[config.mk]
export PLATFORM = sky130hd
export DESIGN_NAME = fence_flush_sequencer_flat
export DESIGN_NICKNAME = d
export VERILOG_FILES = /design/src/rtl/fence_flush_sequencer_if.sv /design/src/rtl/fence_flush_sequencer.sv /design/src/flat_wrapper.sv
export SDC_FILE = /design/constraint.sdc
export NUM_CORES = 1
export LEC_CHECK = 0
export ABC_AREA = 0
export CORE_AREA = 8 8 45 47
export DETAILED_ROUTE_END_ITERATION = 10
export DIE_AREA = 0 0 53 55
export DONT_BUFFER_PORTS = 1
export PLACE_DENSITY = 0.55
export SYNTH_ARGS = -nofsm -noshare
export SYNTH_HDL_FRONTEND = slang
export SYNTH_SLANG_ARGS = --single-unit
[constraint.sdc]
create_clock -name clk_i -period 2.8 [get_ports clk_i]
set_input_delay 0.42 -clock clk_i [delete_from_list [all_inputs] [get_ports clk_i]]
set_output_delay 0.42 -clock clk_i [all_outputs]
set_load 0.01 [all_outputs]
[src/rtl/fence_flush_sequencer_if.sv]
// Request/flush handshake bundle between the commit stage, caches/TLB and the fence sequencer.
// slave = sequencer side, master = surrounding pipeline/cache side.
interface fence_flush_sequencer_if;
  logic fence_req_i;
  logic fence_i_req_i;
  logic sfence_vma_req_i;
  logic flush_dcache_req_i;
  logic no_st_pending_i;
  logic flush_dcache_ack_i;
  logic flush_dcache_o;
  logic flush_icache_o;
  logic flush_tlb_o;
  logic flush_pipeline_o;
  logic halt_commit_o;
  logic timeout_o;

  modport slave (
    input  fence_req_i, fence_i_req_i, sfence_vma_req_i, flush_dcache_req_i,
    input  no_st_pending_i, flush_dcache_ack_i,
    output flush_dcache_o, flush_icache_o, flush_tlb_o, flush_pipeline_o,
    output halt_commit_o, timeout_o
  );

  modport master (
    output fence_req_i, fence_i_req_i, sfence_vma_req_i, flush_dcache_req_i,
    output no_st_pending_i, flush_dcache_ack_i,
    input  flush_dcache_o, flush_icache_o, flush_tlb_o, flush_pipeline_o,
    input  halt_commit_o, timeout_o
  );
endinterface

[src/rtl/fence_flush_sequencer.sv]
// Sequences store drain, D$/I$/TLB flushes and a final pipeline flush for FENCE-type ops; outputs are Moore.
// Define FENCE_SEQ_TIMEOUT_EN to add a watchdog that forces DRAIN/DFLUSH exits after TIMEOUT_CYCLES.
module fence_flush_sequencer #(
  parameter int unsigned TIMEOUT_CYCLES = 4096
) (
  input  logic                    clk_i,
  input  logic                    rst_ni,
  fence_flush_sequencer_if.slave  bus
);

  typedef enum logic [2:0] {
    S_IDLE   = 3'd0,
    S_DRAIN  = 3'd1,
    S_DFLUSH = 3'd2,
    S_IFLUSH = 3'd3,
    S_TLB    = 3'd4,
    S_DONE   = 3'd5
  } state_e;

  // Bit positions within the {dc, fi, sv, fe} request vector
  localparam int unsigned OP_FE = 0;
  localparam int unsigned OP_SV = 1;
  localparam int unsigned OP_FI = 2;
  localparam int unsigned OP_DC = 3;

  if (TIMEOUT_CYCLES < 1 || TIMEOUT_CYCLES > 65535) begin : g_bad_timeout
    $error("fence_flush_sequencer: TIMEOUT_CYCLES out of range 1..65535");
  end

  state_e     state_q, state_d;
  logic [3:0] pending_q, pending_d;
  logic [3:0] op_q, op_d;
  logic [3:0] req_vec;
  logic [3:0] merged_req;
  logic       wdog_hit;

  assign req_vec    = {bus.flush_dcache_req_i, bus.fence_i_req_i,
                       bus.sfence_vma_req_i, bus.fence_req_i};
  assign merged_req = pending_q | req_vec;

`ifdef FENCE_SEQ_TIMEOUT_EN
  localparam logic [15:0] WDOG_LIMIT = 16'(TIMEOUT_CYCLES - 1);

  logic [15:0] wdog_q, wdog_d;
  logic        wdog_active;

  assign wdog_active = (state_q == S_DRAIN) || (state_q == S_DFLUSH);
  assign wdog_hit    = wdog_active && (wdog_q == WDOG_LIMIT);

  // Restart on every entry into a waiting state, count while waiting
  always_comb begin
    wdog_d = wdog_q;
    if ((state_d != state_q) && ((state_d == S_DRAIN) || (state_d == S_DFLUSH))) begin
      wdog_d = '0;
    end else if (wdog_active) begin
      wdog_d = wdog_q + 16'd1;
    end
  end

  always_ff @(posedge clk_i or negedge rst_ni) begin
    if (!rst_ni) begin
      wdog_q <= '0;
    end else begin
      wdog_q <= wdog_d;
    end
  end
`else
  assign wdog_hit = 1'b0;
`endif

  always_comb begin
    state_d   = state_q;
    pending_d = merged_req;
    op_d      = op_q;
    case (state_q)
      S_IDLE: begin
        // Pulses arriving this cycle join the op directly, so nothing is left behind
        if (|merged_req) begin
          op_d      = merged_req;
          pending_d = '0;
          state_d   = S_DRAIN;
        end
      end
      S_DRAIN: begin
        if (bus.no_st_pending_i || wdog_hit) begin
          if (op_q[OP_FE] || op_q[OP_FI] || op_q[OP_DC]) begin
            state_d = S_DFLUSH;
          end else begin
            state_d = S_TLB;
          end
        end
      end
      S_DFLUSH: begin
        if (bus.flush_dcache_ack_i || wdog_hit) begin
          if (op_q[OP_FI]) begin
            state_d = S_IFLUSH;
          end else if (op_q[OP_SV]) begin
            state_d = S_TLB;
          end else begin
            state_d = S_DONE;
          end
        end
      end
      S_IFLUSH: state_d = op_q[OP_SV] ? S_TLB : S_DONE;
      S_TLB:    state_d = S_DONE;
      S_DONE:   state_d = S_IDLE;
      default:  state_d = S_IDLE;
    endcase
  end

  always_ff @(posedge clk_i or negedge rst_ni) begin
    if (!rst_ni) begin
      state_q   <= S_IDLE;
      pending_q <= '0;
      op_q      <= '0;
    end else begin
      state_q   <= state_d;
      pending_q <= pending_d;
      op_q      <= op_d;
    end
  end

  assign bus.flush_dcache_o   = (state_q == S_DFLUSH);
  assign bus.flush_icache_o   = (state_q == S_IFLUSH);
  assign bus.flush_tlb_o      = (state_q == S_TLB);
  assign bus.flush_pipeline_o = (state_q == S_DONE);
  assign bus.halt_commit_o    = (state_q != S_IDLE);
  assign bus.timeout_o        = wdog_hit;

endmodule

[src/flat_wrapper.sv]
// flat-port wrapper written by rule: the top's interface ports become plain ports
module fence_flush_sequencer_flat 
#(
  parameter int unsigned TIMEOUT_CYCLES = 4096
)
  (clk_i, rst_ni, bus_fence_req_i, bus_fence_i_req_i, bus_sfence_vma_req_i, bus_flush_dcache_req_i, bus_no_st_pending_i, bus_flush_dcache_ack_i, bus_flush_dcache_o, bus_flush_icache_o, bus_flush_tlb_o, bus_flush_pipeline_o, bus_halt_commit_o, bus_timeout_o);
  fence_flush_sequencer_if bus_i ();
  input  logic clk_i;
  input  logic rst_ni;
  input wire logic [$bits(bus_i.fence_req_i)-1:0] bus_fence_req_i;
  input wire logic [$bits(bus_i.fence_i_req_i)-1:0] bus_fence_i_req_i;
  input wire logic [$bits(bus_i.sfence_vma_req_i)-1:0] bus_sfence_vma_req_i;
  input wire logic [$bits(bus_i.flush_dcache_req_i)-1:0] bus_flush_dcache_req_i;
  input wire logic [$bits(bus_i.no_st_pending_i)-1:0] bus_no_st_pending_i;
  input wire logic [$bits(bus_i.flush_dcache_ack_i)-1:0] bus_flush_dcache_ack_i;
  output wire logic [$bits(bus_i.flush_dcache_o)-1:0] bus_flush_dcache_o;
  output wire logic [$bits(bus_i.flush_icache_o)-1:0] bus_flush_icache_o;
  output wire logic [$bits(bus_i.flush_tlb_o)-1:0] bus_flush_tlb_o;
  output wire logic [$bits(bus_i.flush_pipeline_o)-1:0] bus_flush_pipeline_o;
  output wire logic [$bits(bus_i.halt_commit_o)-1:0] bus_halt_commit_o;
  output wire logic [$bits(bus_i.timeout_o)-1:0] bus_timeout_o;
  assign bus_i.fence_req_i = bus_fence_req_i;
  assign bus_i.fence_i_req_i = bus_fence_i_req_i;
  assign bus_i.sfence_vma_req_i = bus_sfence_vma_req_i;
  assign bus_i.flush_dcache_req_i = bus_flush_dcache_req_i;
  assign bus_i.no_st_pending_i = bus_no_st_pending_i;
  assign bus_i.flush_dcache_ack_i = bus_flush_dcache_ack_i;
  assign bus_flush_dcache_o = bus_i.flush_dcache_o;
  assign bus_flush_icache_o = bus_i.flush_icache_o;
  assign bus_flush_tlb_o = bus_i.flush_tlb_o;
  assign bus_flush_pipeline_o = bus_i.flush_pipeline_o;
  assign bus_halt_commit_o = bus_i.halt_commit_o;
  assign bus_timeout_o = bus_i.timeout_o;
  fence_flush_sequencer #(.TIMEOUT_CYCLES(TIMEOUT_CYCLES)) u_core (.clk_i(clk_i), .rst_ni(rst_ni), .bus(bus_i));
endmodule
# Word-level counts from Yosys, hierarchy flattened
# Cells that the tools add are included.
# W data, S select, Z words.
# totals
reg_bits	11
in_bits	8
word_cells	28
output_inout_bits	6
# op_classes
bitwise	1
muxes	9
reduce_logical	7
n_eq_ne	8
# ops
operator	count
$mux W3	5
$pmux W3 S5	1
$mux W4	2
$eq A3 B2 Y1 const B	2
$eq A3 B3 Y1 const B	2
$ne A2 B2 Y1 const B	2
$or A4 B4 Y4	1
$reduce_or A4 Y1	1
$eq A3 B1 Y1 const B	1
$logic_not A3 Y1	1
$reduce_and A3 Y1	1
$reduce_bool A3 Y1	1
$logic_or A1 B1 Y1	2
$ne A2 B1 Y1 const B	1
$reduce_and A2 Y1	1
$mux W1	1

# Logic depth before layout (Yosys ltp)
# logic_depth
word_depth	5
mapped_depth	5
mapped_depth_nobuf	4

# Worst setup path before layout
# No wires, ideal clock.
# synth_timing
kind	register to output
startpoint	reg u_core.state_q[2]
endpoint	out bus_flush_dcache_o
arrival_time_ns	0.991
n_path_buf	1
stages_incl_launch_ff	5
setup_slack_ns	1.389
path_cell_list	dfrtp_1 -> buf_2 -> nand2b_1 -> or2b_1 -> inv_1
# synth_between
elab_chain_len	1
# synth_rtl
item	line	text
start: declaration	fence_flush_sequencer.sv:30	state_e state_q, state_d;
start signal: assignment	fence_flush_sequencer.sv:117	state_q <= state_d;
$eq A3 B2 Y1	fence_flush_sequencer.sv:123	assign bus.flush_dcache_o = (state_q == S_DFLUSH);
end: declaration	flat_wrapper.sv:16	output wire logic [$bits(bus_i.flush_dcache_o)-1:0] bus_flush_dcache_o;
# Every way passes these cells.

# Final worst setup path
# Same ends and word-level chain as after synthesis.

==> flow_metrics.tcl <==
set metrics [dict create \
    synthToLayoutAreaGrowth_pct 6.68 \
    n_antenna_cell 0 \
    wl_met1_um 465 \
    synth_edf_count 0 \
    rsz0062_at_grt "no" \
    netlist_area_um2 543 \
    fin_setup_tns_ns 0 \
    ios 14 \
    cts_setup_buffers 0 \
    final_util 0.419 \
    clk_pin_slew_worst_paths_ns 0.06 \
    dieArea_um2 2920 \
    antenna_found_initial 0 \
    core_um2 1380 \
    wl_met3_um 84 \
    dr_wl_met2_um 499 \
    dr.pass1.iters 4 \
    grt_pass1_wl_um 1820 \
    fin_crit_ns 1.76 \
    htreeDepth 1 \
    p_leak_uw 0.000250 \
    cp_max_fo 10 \
    yosysWarningCount 0 \
    synth_cell_types 23 \
    via_per_inst 5.29 \
    fin_skew_ns 0.00321 \
    post_synth_most_frequent_cells "nor2_1, dfrtp_1, o2bb2ai_1" \
    fin_nets 69 \
    cts_tree "done" \
    start_kind "flip-flop" \
    drt_iter0_drc 5 \
    drtAntennaViolNets 0 \
    rows 14 \
    criticalPathCategory "flip-flop to primary output" \
    synthMostInstantiatedCell "nor2_1" \
    irDropWorstVdd_v 0.000374 \
    cp_data_required_time_ns 2.38 \
    ys_ff_latch 11 \
    p_per_area_nw_per_um2 1190 \
    drive_above_1_share 0.133 \
    cts_root_buf "clkbuf_4" \
    postSynthCellCount 58 \
    die_w_um 53 \
    arrival_ns 1.34 \
    yosysTopAreaCell "dfrtp_1" \
    status "finished, final reports clean" \
    highest_layer "met4" \
    hp-class "primary input to flip-flop" \
    maxCapViolCount 0 \
    cts_buffers 3 \
    n_fill_cell 140 \
    cp-end-kind "primary output" \
    port_buffers 0 \
    hold_ws_ns 0.264 \
    syn_area_per_cell_um2 9.36 \
    start_util 0.392 \
    wirelength_um 1080 \
    clk_latency_ns 0.26 \
    routabilityCongestion 0.793 \
    track_usage 0.0867 \
    grt_pass1_vias 393 \
    ys.flop_type "dfrtp_1" \
    synth_top_area_frac 0.507 \
    num_vias 402 \
    fin_cells 76 \
    cts.sink_count 11 \
    maxSlewViolCount 0 \
    timing.final.hold_violations 0 \
    die_h_um 55 \
    ys_seq_area_frac 0.507 \
    syn-num-nets 66 \
    fin_crit_sh 0.627 \
    drcViolationCount 0 \
    synth_area_leaders "dfrtp_1, nor2_1, o2bb2ai_1, nor3_4, a21oi_1" \
    grt_overflow 0 \
    wl_per_cell_um 14.2 \
    placedCellCount 71 \
    setup_viol 0 \
    clk_path_buf_depth 2 \
    fmax_ghz 0.570 \
    synthArstFlopShare 1.00 \
    grt_max_degree 12 \
]
[flip-flops by register name, summed over array words and instances, names as in the netlist]
signal	count
u_core.state_q	3
u_core.op_q	4
u_core.pending_q	4
[what timing repair did]
action,in CTS,in global routing
setup endpoints to repair,0,0
gates resized for setup,0,0
hold buffers,1,0
hold endpoints to repair,11,0
[power by group]
part / switching (µW) / internal, µW / total, µW
sequential: 75.9 / 239 / 315
combinational: 157 / 109 / 266
clock: 50.3 / 55.1 / 105
total: 283 / 403 / 687
[kinds of logic (layout without fill, tap and decap cells)]
group	Yosys count	after routing	share of synthesized area
and+or+nand+nor	26	26	0.253
AOI/OAI and AO/OA	13	13	0.168
DFF	11	11	0.507
buffers and inverters	7	9	0.0645
other	1	1	0.00691
[through the flow]
step                worst slack [ns]  power [µW]  area, µm²
finish                          1.04         687        579
CTS                             1.04         698        579
global route                   0.953         758        579
floorplan                       1.39         533        543
detailed placement              1.33         587        543
global placement                1.33         585        543
[routing by layer]
layer  vias up  GRT usage
li1        205          -
met1       182     0.0986
met2        11      0.127
met3         4     0.0294
met4         0     0.0776
met5         -          0
[critical path, stage by stage (launching register included)]
cell and delay, ns:
dfrtp_1 0.48, nand2b_1 0.23, or2b_1 0.26, inv_1 0.10
[final timing paths]
kind | slack, ns | to | depth (start not counted) | from
worst max register to register | 1.38 | u_core.state_q[0]$_DFFE_PN0P_ | 4 | u_core.state_q[1]$_DFFE_PN0P_
min in group asynchronous | 0.55 | u_core.pending_q[1]$_DFF_PN0_ | 1 | rst_ni
worst max-delay path | 1.04 | bus_flush_dcache_o | 3 | u_core.state_q[2]$_DFFE_PN0P_
worst min-delay path | 0.26 | u_core.state_q[1]$_DFFE_PN0P_ | 1 | bus_flush_dcache_ack_i
worst min register to register | 0.49 | u_core.pending_q[0]$_DFF_PN0_ | 2 | u_core.pending_q[0]$_DFF_PN0_
max in group asynchronous | 1.93 | u_core.state_q[1]$_DFFE_PN0P_ | 1 | rst_ni
[final cells by class]
| cell class | count | area [µm²] | share of cell area |
|---|---|---|---|
| multi-input cells | 40 | 233 | 0.402 |
| inverters | 4 | 15.0 | 0.0259 |
| flip-flops and latches | 11 | 275 | 0.475 |
| clock buffers | 4 | 26.3 | 0.0454 |
| well taps | 16 | 20.0 | 0.0346 |
| repair buffers | 1 | 10.0 | 0.0173 |
[cell usage in the layout, fill, tap and decap left out]
master	netlist	final
nand2b_1	1	1
o32ai_1	1	1
dfrtp_1	11	11
nand4_1	1	1
or4_1	1	1
o21ai_0	3	3
or3_1	1	1
or2b_1	1	1
o211ai_2	1	1
conb_1	1	1
nor3_4	1	1
inv_2	2	2
dlygate4sd3_1	0	1
clkbuf_4	0	3
inv_1	2	2
nor3b_1	2	2
nand2_1	1	1
o2bb2ai_1	4	4
nor3_1	1	1
a21oi_1	3	3
clkbuf_1	0	1
nor2_1	15	15
o21ai_1	1	1
and3_2	1	1
Note: power is estimated with default switching activity, not from simulation.
